`src/rtl/shift_register_universal.sv`:
```
`default_nettype none
// ============================================================================
// Module   : shift_register_universal
// Purpose  : Parameterized universal shift register with shift left, shift
//            right, rotate left and parallel load, a serial in/out pair and a
//            word-complete carry pulse (RCO) every WIDTH enabled shifts.
// Ports    : CLK    - clock, rising edge
//            RST_N  - asynchronous active-low reset
//            ENB    - enable; when low Q, counter and S_OUT hold
//            MODO   - 00 shl, 01 shr, 10 rotl, 11 parallel load
//            D      - parallel load data
//            S_IN   - serial input bit for shifts
//            Q      - register contents (registered)
//            S_OUT  - bit shifted/rotated out on last enabled shift
//            RCO    - one-cycle pulse after the WIDTH-th counted shift
// Revision : 1.0 - initial release
// ============================================================================
module shift_register_universal #(
  parameter int WIDTH = 4
) (
  input  logic             CLK,
  input  logic             RST_N,
  input  logic             ENB,
  input  logic [1:0]       MODO,
  input  logic [WIDTH-1:0] D,
  input  logic             S_IN,
  output logic [WIDTH-1:0] Q,
  output logic             S_OUT,
  output logic             RCO
);

  localparam int CNT_W = $clog2(WIDTH) + 1;
  localparam logic [CNT_W-1:0] c_CNT_LAST = CNT_W'(WIDTH - 1);

  localparam logic [1:0] c_MODE_SHL  = 2'b00;
  localparam logic [1:0] c_MODE_SHR  = 2'b01;
  localparam logic [1:0] c_MODE_ROTL = 2'b10;
  localparam logic [1:0] c_MODE_LOAD = 2'b11;

  logic [WIDTH-1:0] q_q,    q_d;
  logic             sout_q, sout_d;
  logic             rco_q,  rco_d;
  logic [CNT_W-1:0] cnt_q,  cnt_d;

  always_comb begin
    q_d    = q_q;
    sout_d = sout_q;
    cnt_d  = cnt_q;
    rco_d  = 1'b0;

    if (ENB) begin
      if (MODO == c_MODE_LOAD) begin
        // A load starts a fresh word; any partial count is discarded.
        q_d    = D;
        sout_d = 1'b0;
        cnt_d  = '0;
      end else begin
        case (MODO)
          c_MODE_SHL: begin
            q_d    = {q_q[WIDTH-2:0], S_IN};
            sout_d = q_q[WIDTH-1];
          end
          c_MODE_SHR: begin
            q_d    = {S_IN, q_q[WIDTH-1:1]};
            sout_d = q_q[0];
          end
          default: begin  // rotate left
            q_d    = {q_q[WIDTH-2:0], q_q[WIDTH-1]};
            sout_d = q_q[WIDTH-1];
          end
        endcase

        // All three shift flavours count toward the same word.
        if (cnt_q == c_CNT_LAST) begin
          cnt_d = '0;
          rco_d = 1'b1;
        end else begin
          cnt_d = cnt_q + 1'b1;
        end
      end
    end
  end

  always_ff @(posedge CLK or negedge RST_N) begin
    if (!RST_N) begin
      q_q    <= '0;
      sout_q <= 1'b0;
      rco_q  <= 1'b0;
      cnt_q  <= '0;
    end else begin
      q_q    <= q_d;
      sout_q <= sout_d;
      rco_q  <= rco_d;
      cnt_q  <= cnt_d;
    end
  end

  assign Q     = q_q;
  assign S_OUT = sout_q;
  assign RCO   = rco_q;

endmodule
`default_nettype wire

```
`config.mk`:
```
export PLATFORM = sky130hd
export DESIGN_NAME = shift_register_universal
export DESIGN_NICKNAME = d
export VERILOG_FILES = /design/src/rtl/shift_register_universal.sv
export SDC_FILE = /design/constraint.sdc
export NUM_CORES = 1
export LEC_CHECK = 0
export CAP_MARGIN = 20
export CORE_AREA = 2 2 39 41
export CTS_CLUSTER_SIZE = 25
export DETAILED_ROUTE_END_ITERATION = 8
export DIE_AREA = 0 0 41 43
export PLACE_DENSITY = 0.65
export SYNTH_ARGS = -nofsm -noshare
export SYNTH_HDL_FRONTEND = slang
export SYNTH_SLANG_ARGS = --single-unit
```
`constraint.sdc`:
```
create_clock -name CLK -period 1.9 [get_ports CLK]
set_clock_uncertainty 0.1 [all_clocks]
set_input_delay 0.38 -clock CLK [delete_from_list [all_inputs] [get_ports CLK]]
set_output_delay 0.38 -clock CLK [all_outputs]
set_load 0.005 [all_outputs]
```
# ---- After elaboration in Yosys (flattened, before gate mapping)
# Index checks and enable logic that the tools add are counted.
dict set report totals {
  input_bits 10
  word_cells 18
  register_bits 9
  output_inout_bits 6
}
dict set report op_classes {
  add_sub_neg 1
  n_reduce_logical 1
  eq_ne 3
  n_mux 9
}
# cell n
set op_table {}
lappend op_table {{$pmux 4 s2} 1}
lappend op_table {{$mux 3} 2}
lappend op_table {{$mux 1} 5}
lappend op_table {{$mux 4} 1}
lappend op_table {{$add 3x1->3 const B} 1}
lappend op_table {{$eq 3x2->1 const B} 1}
lappend op_table {{$eq 2x1->1 const B} 1}
lappend op_table {{$eq 2x2->1 const B} 1}
lappend op_table {{$logic_not 2->1} 1}

# ---- Logic depth before layout (Yosys ltp)
# Gate-level depths: netlist of the first run.
dict set report depth {
  word_depth 4
  depth_mapped 4
  ltp_nobuf 4
}

# ---- Worst setup path before layout of the first run
# No wires, ideal clock.
dict set report synth_timing {
  kind {input-to-reg}
  start {input MODO[0]}
  end {register q_q[0] (netlist: Q[0])}
  t_arrival_ns 1.006
  setup_ns 0.126
  path_slack_ns 0.668
  cell_stages 4
  path_cell_list {buf_6 -> mux2i_1 -> nor3b_1 -> a311o_1}
}
dict set report synth_via {
  elab_chain_len 3
}
# element line
set synth_lines {}
lappend synth_lines {{start, declared} 24} ;# input logic [1:0] MODO,
lappend synth_lines {{$eq 2x1->1 or $logic_not 2->1 (tied branches)} 58} ;# case (MODO)
lappend synth_lines {{$pmux 4 s2} 58}
lappend synth_lines {{$mux 4 (*)} 52} ;# if (MODO == c_MODE_LOAD) begin
lappend synth_lines {{end signal, assigned} 91} ;# q_q <= q_d;
lappend synth_lines {{end, declared} 40} ;# logic [WIDTH-1:0] q_q, q_d;
# Every way passes the cells marked *; elsewhere a longest branch is shown, timed or not.
# A chain may end at the register's enable or synchronous reset.

# ---- Worst setup path in the final report of the first run
dict set report layout_timing {
  start {register q_q[3] (netlist: Q[3])}
  end {output Q[3]}
}
# element line
set layout_lines {}
lappend layout_lines {{end, declared} 27} ;# output logic [WIDTH-1:0] Q,
# No word-level cell between the ends.

==> results.yml, run 1 <==
critical_path:
  rr_endpoint: "Q[0]"
  rr_startpoint: "Q[3]"
  cpPeakStageDelay_ps: 520
  r2r_slack_ps: 760
  worst_path_max_delay_cell: "clkdlybuf4s50_1"
  cp.buffers_inverters: 1
  cp.required_ps: 1420
  crit_family: "buffers and inverters"
  critPathCaptureType: "output pin"
  crit_arrival_ps: 1180
  r2r_cells: 3
  cp_cell_sequence: "clkdlybuf4s50_1"
  cp_max_fo: 4
  startpoint_type: "flip-flop"
  critical_path_class: "reg2out"
global_route:
  grt_pass1_wl_mm: 1.39
  grt_max_degree: 10
  grt_antenna_before_repair: 0
  grt_pass1_vias: 366
  track_usage: 0.124
  grt-ovfl-total: 0
cts:
  insertion_delay_ps: 250
  cts_buffer_depth: 2
  cts_hold_buf: 0
  cts_tree: "done"
  cts_resized: 0
  cts_inserted_buffers: 3
  cts.sinks: 9
  cts_max_level: 1
  root_buffer: "clkbuf_4"
  cts_setup_buffers: 0
  path_clk_slew_ps: 60
logic_synthesis:
  synth-compound-area-share: 0.0919
  synthTopCellsByCount: "dfrtp_1, mux2i_1, nor2_1, nand2_1"
  syn_area_um2: 477
  synth_edf_count: 0
  synth_top_area_frac: 0.472
  seq_area_frac_synth: 0.472
  synth.most_common_cell: "dfrtp_1"
  synth_area_per_cell_um2: 10.4
  synthTopCellsByArea: "dfrtp_1, mux2i_1, mux2_2"
  synth-xor-area-share: 0
  synthAdderAreaFrac: 0.0262
  ys_warn_count: 0
  ys_seq_elements: 9
  syn_nets: 57
  synth_simple_gate_area_frac: 0.176
  synthMuxAreaShare: 0.176
  ys.flop_type: "dfrtp_1"
  synthCells: 46
  synth_top_family_by_area: "simple AND/OR/NAND/NOR gates"
  yosysTopAreaCell: "dfrtp_1"
  async_flop_share: 1.00
  synth_cell_types: 20
pwr:
  leakagePower_nw: 0.295
  peakVddDrop_mv: 0.468
  power.density_nw_per_um2: 831
route:
  drtAntennaViolNets: 0
  viasPerCell: 4.68
  wire_per_inst_um: 12.2
  drc: 0
  drt_wl_total_um: 972
  vias: 374
  initialDrtViolationCount: 6
  first_pass_iters: 4
worst_hold_path:
  hp-class: "in2async"
timing:
  period_minus_slack_ps: 1660
  rsz0062_at_grt: "no"
  slew_headroom: 0.724
  slew_viol_final: 0
  hold_ws_ps: 321
  tns_ps: 0
  setup_violations: 0
  finalHoldViolCount: 0
  tightestPinTransition_ps: 412
  post-route-period-util: 0.872
  fmax_mhz: 604
  final.setup.worst_slack_ps: 244
floorplan:
  start_util: 0.344
  die_w_um: 41
  ios: 16
  core_um2: 1380
  dieArea_um2: 1760
  die_h_um: 43
  row_count: 14
final_layout:
  drive_above_1_share: 0.125
  area_growth_pct: 39.4
  final_nets: 76
  diodes: 0
  instances_no_fill: 80
  fin_util: 0.480
outcome:
  status: "complete, no violations"
placed_design:
  place_congestion: 0.756
  post-place-cells: 76
  hpwlAfterDp_um: 741
  place_ws_ps: 93.7
  port_buffers: 15
run:
  cap_violations: 0
[cell families (layout without fill, tap and decap cells)]
logic type | after synthesis | count (layout)
AND/OR/NAND/NOR | 17 | 17
flip-flops | 9 | 9
multiplexers | 8 | 8
AO/OA/AOI/OAI | 7 | 7
buffers and inverters | 4 | 22
adder cells (fa/ha/maj) | 1 | 1
[final cells by class]
cell class / instances / area, µm²
clock buffers: 4 / 26.3
well taps: 16 / 20.0
repair buffers: 17 / 165
inverters: 1 / 3.75
flip-flops and latches: 9 / 225
multi-input cells: 33 / 224
fillers: 144 / 719
[sequential cells by signal, summed over array words and instances (netlist names)]
signal  count
Q           4
cnt_q       3
RCO         1
S_OUT       1
[placed cells by master, fill, tap and decap left out, types with 2 or more instances in the layout]
cell type / count
mux2i_1: 5
buf_4: 2
clkbuf_4: 3
a21oi_1: 3
dfrtp_1: 9
nand2b_1: 3
mux2_2: 3
nand2_1: 4
nand3_1: 2
nor2_1: 5
clkdlybuf4s50_1: 15
[stage by stage]
| step | power, W | area, µm² |
|---|---|---|
| floorplan | 0.000329 | 477 |
| global placement | 0.000409 | 638 |
| detailed placement | 0.000414 | 638 |
| CTS | 0.000563 | 664 |
| global route | 0.000597 | 664 |
| finish | 0.000552 | 664 |
[layer usage]
metal  vias to the layer above  track usage  wire [µm]
met2                        12        0.188        463
met4                         0        0.120          0
met1                       165        0.137        447
met5                         -            0          0
li1                        197            -          -
met3                         0       0.0157         61
[report_power, final]
part	leakage [nW]	switching (W)	total (W)	internal, W
clock network	0.0150	0.0000638	0.000145	0.0000807
logic	0.169	0.0000580	0.000157	0.0000987
registers	0.111	0.0000256	0.000251	0.000225
total	0.295	0.000147	0.000552	0.000404
[worst max-delay path by stage]
| stage | depth (start not counted) | endpoint | startpoint |
|---|---|---|---|
| floorplan | 4 | Q[0] | MODO[0] |
| CTS | 1 | Q[3] | Q[3] |
| finish | 1 | Q[3] | Q[3] |
| detailed placement | 4 | Q[3] | MODO[1] |
| global placement | 4 | Q[2] | MODO[1] |
| global route | 1 | Q[3] | Q[3] |
Power figures use the tool's default switching activity.
==> run 2: changes to the inputs <==
--- a/config.mk
+++ b/config.mk
@@ -7,10 +7,12 @@
 export LEC_CHECK = 0
 export CAP_MARGIN = 20
 export CORE_AREA = 2 2 39 41
+export CTS_CLUSTER_DIAMETER = 120
 export CTS_CLUSTER_SIZE = 25
 export DETAILED_ROUTE_END_ITERATION = 8
 export DIE_AREA = 0 0 41 43
 export PLACE_DENSITY = 0.65
+export REMOVE_ABC_BUFFERS = 1
 export SYNTH_ARGS = -nofsm -noshare
 export SYNTH_HDL_FRONTEND = slang
 export SYNTH_SLANG_ARGS = --single-unit
==> results.yml, run 2 (synthesized netlist as in run 1, its figures left out) <==
cts:
  cts_tree: "done"
  path_clk_slew_ps: 60
  cts_buffer_depth: 2
  cts_max_level: 1
  cts_resized: 0
  cts_hold_buf: 0
  cts_inserted_buffers: 3
  root_buffer: "clkbuf_4"
  cts_setup_buffers: 0
  insertion_delay_ps: 260
  cts.sinks: 9
placed_design:
  hpwlAfterDp_um: 727
  place_ws_ps: 72.8
  port_buffers: 15
  place_area_um2: 638
  place_congestion: 0.704
run:
  cap_violations: 0
final_layout:
  final_nets: 76
  drive_above_1_share: 0.125
  largest_reg_flops: 4
  final_common_cell: "clkdlybuf4s50_1"
  diodes: 0
  final_cell_mix: "clkdlybuf4s50_1, dfrtp_1, nor2_1, mux2i_1, nand2_1"
  fin_area_um2: 664
  area_growth_pct: 39.4
route:
  viasPerCell: 5.01
  drt_wl_total_mm: 1.00
  drc: 0
  drtAntennaViolNets: 0
  vias: 401
  first_pass_iters: 4
  wire_per_inst_um: 12.5
  initialDrtViolationCount: 7
global_route:
  met2_usage: 0.209
  busiest_layer: "met2"
  grt_pass1_wl_mm: 1.57
  met3_usage: 0.0314
  grt_max_degree: 14
  grt-ovfl-total: 0
  track_usage: 0.137
  grt_antenna_before_repair: 0
  grtUsageMet1: 0.156
  grt_pass1_vias: 369
floorplan:
  start_util: 0.344
  die_w_um: 41
  ios: 16
  dieArea_um2: 1760
  core_um2: 1380
  row_count: 14
  die_h_um: 43
pwr:
  total_power_w: 0.000557
  leakagePower_nw: 0.295
  power.density_nw_per_um2: 838
  peakVddDrop_mv: 0.346
critical_path:
  cp.buffers_inverters: 1
  cp.required_ps: 1420
  crit_family: "buffers and inverters"
  cp_cell_sequence: "clkdlybuf4s50_1"
  worst_path_max_delay_cell: "clkdlybuf4s50_1"
  startpoint_type: "flip-flop"
  crit_arrival_ps: 1180
  cpPeakStageDelay_ps: 520
  cp_max_fo: 4
  critical_path_class: "reg2out"
  critPathCaptureType: "output pin"
timing:
  tightestPinTransition_ps: 405
  setup_violations: 0
  hold_ws_ps: 315
  tns_ps: 0
  finalHoldViolCount: 0
  slew_headroom: 0.729
  rsz0062_at_grt: "no"
  slew_viol_final: 0
  period_minus_slack_ps: 1660
  fmax_mhz: 602
  final.setup.worst_slack_ps: 239
  post-route-period-util: 0.874
outcome:
  status: "complete, no violations"
worst_hold_path:
  hp-class: "in2async"
==> run 2: final timing paths <==
path	startpoint	slack (ps)	to	cells after the start
setup / recovery	Q[2]	240	Q[2]	1
hold / removal	RST_N	310	S_OUT	1
setup reg to reg	Q[1]	740	Q[0]	3
hold reg to reg	cnt_q[0]	390	cnt_q[0]	1
max in group asynchronous	RST_N	1100	cnt_q[2]	1
min in group CLK	cnt_q[0]	390	cnt_q[0]	1
==> run 2: area by class of cell <==
cell class / instances / area, µm²
Fill cell: 133 / 719
Sequential cell: 9 / 225
Multi-Input combinational cell: 33 / 224
Timing Repair Buffer: 17 / 165
Clock buffer: 4 / 26.3
Tap cell: 16 / 20.0
Inverter: 1 / 3.75
==> run 2: metal layers <==
metal / up-vias / share of wire
li1: 196 / -
met1: 188 / 0.46
met2: 15 / 0.47
met3: 2 / 0.055
met4: 0 / 0.014
met5: - / 0
==> run 2: stage by stage <==
stage,utilization,std cells
finish,0.480,80
global route,0.480,80
CTS,0.480,80
detailed placement,0.461,76
global placement,0.461,76
floorplan,-,43
==> run 2: power by group <==
part / switching (W) / total [W] / leakage, nW / internal [W]
Sequential: 0.0000269 / 0.000252 / 0.111 / 0.000225
Clock: 0.0000679 / 0.000149 / 0.0150 / 0.0000810
Combinational: 0.0000573 / 0.000156 / 0.169 / 0.0000984
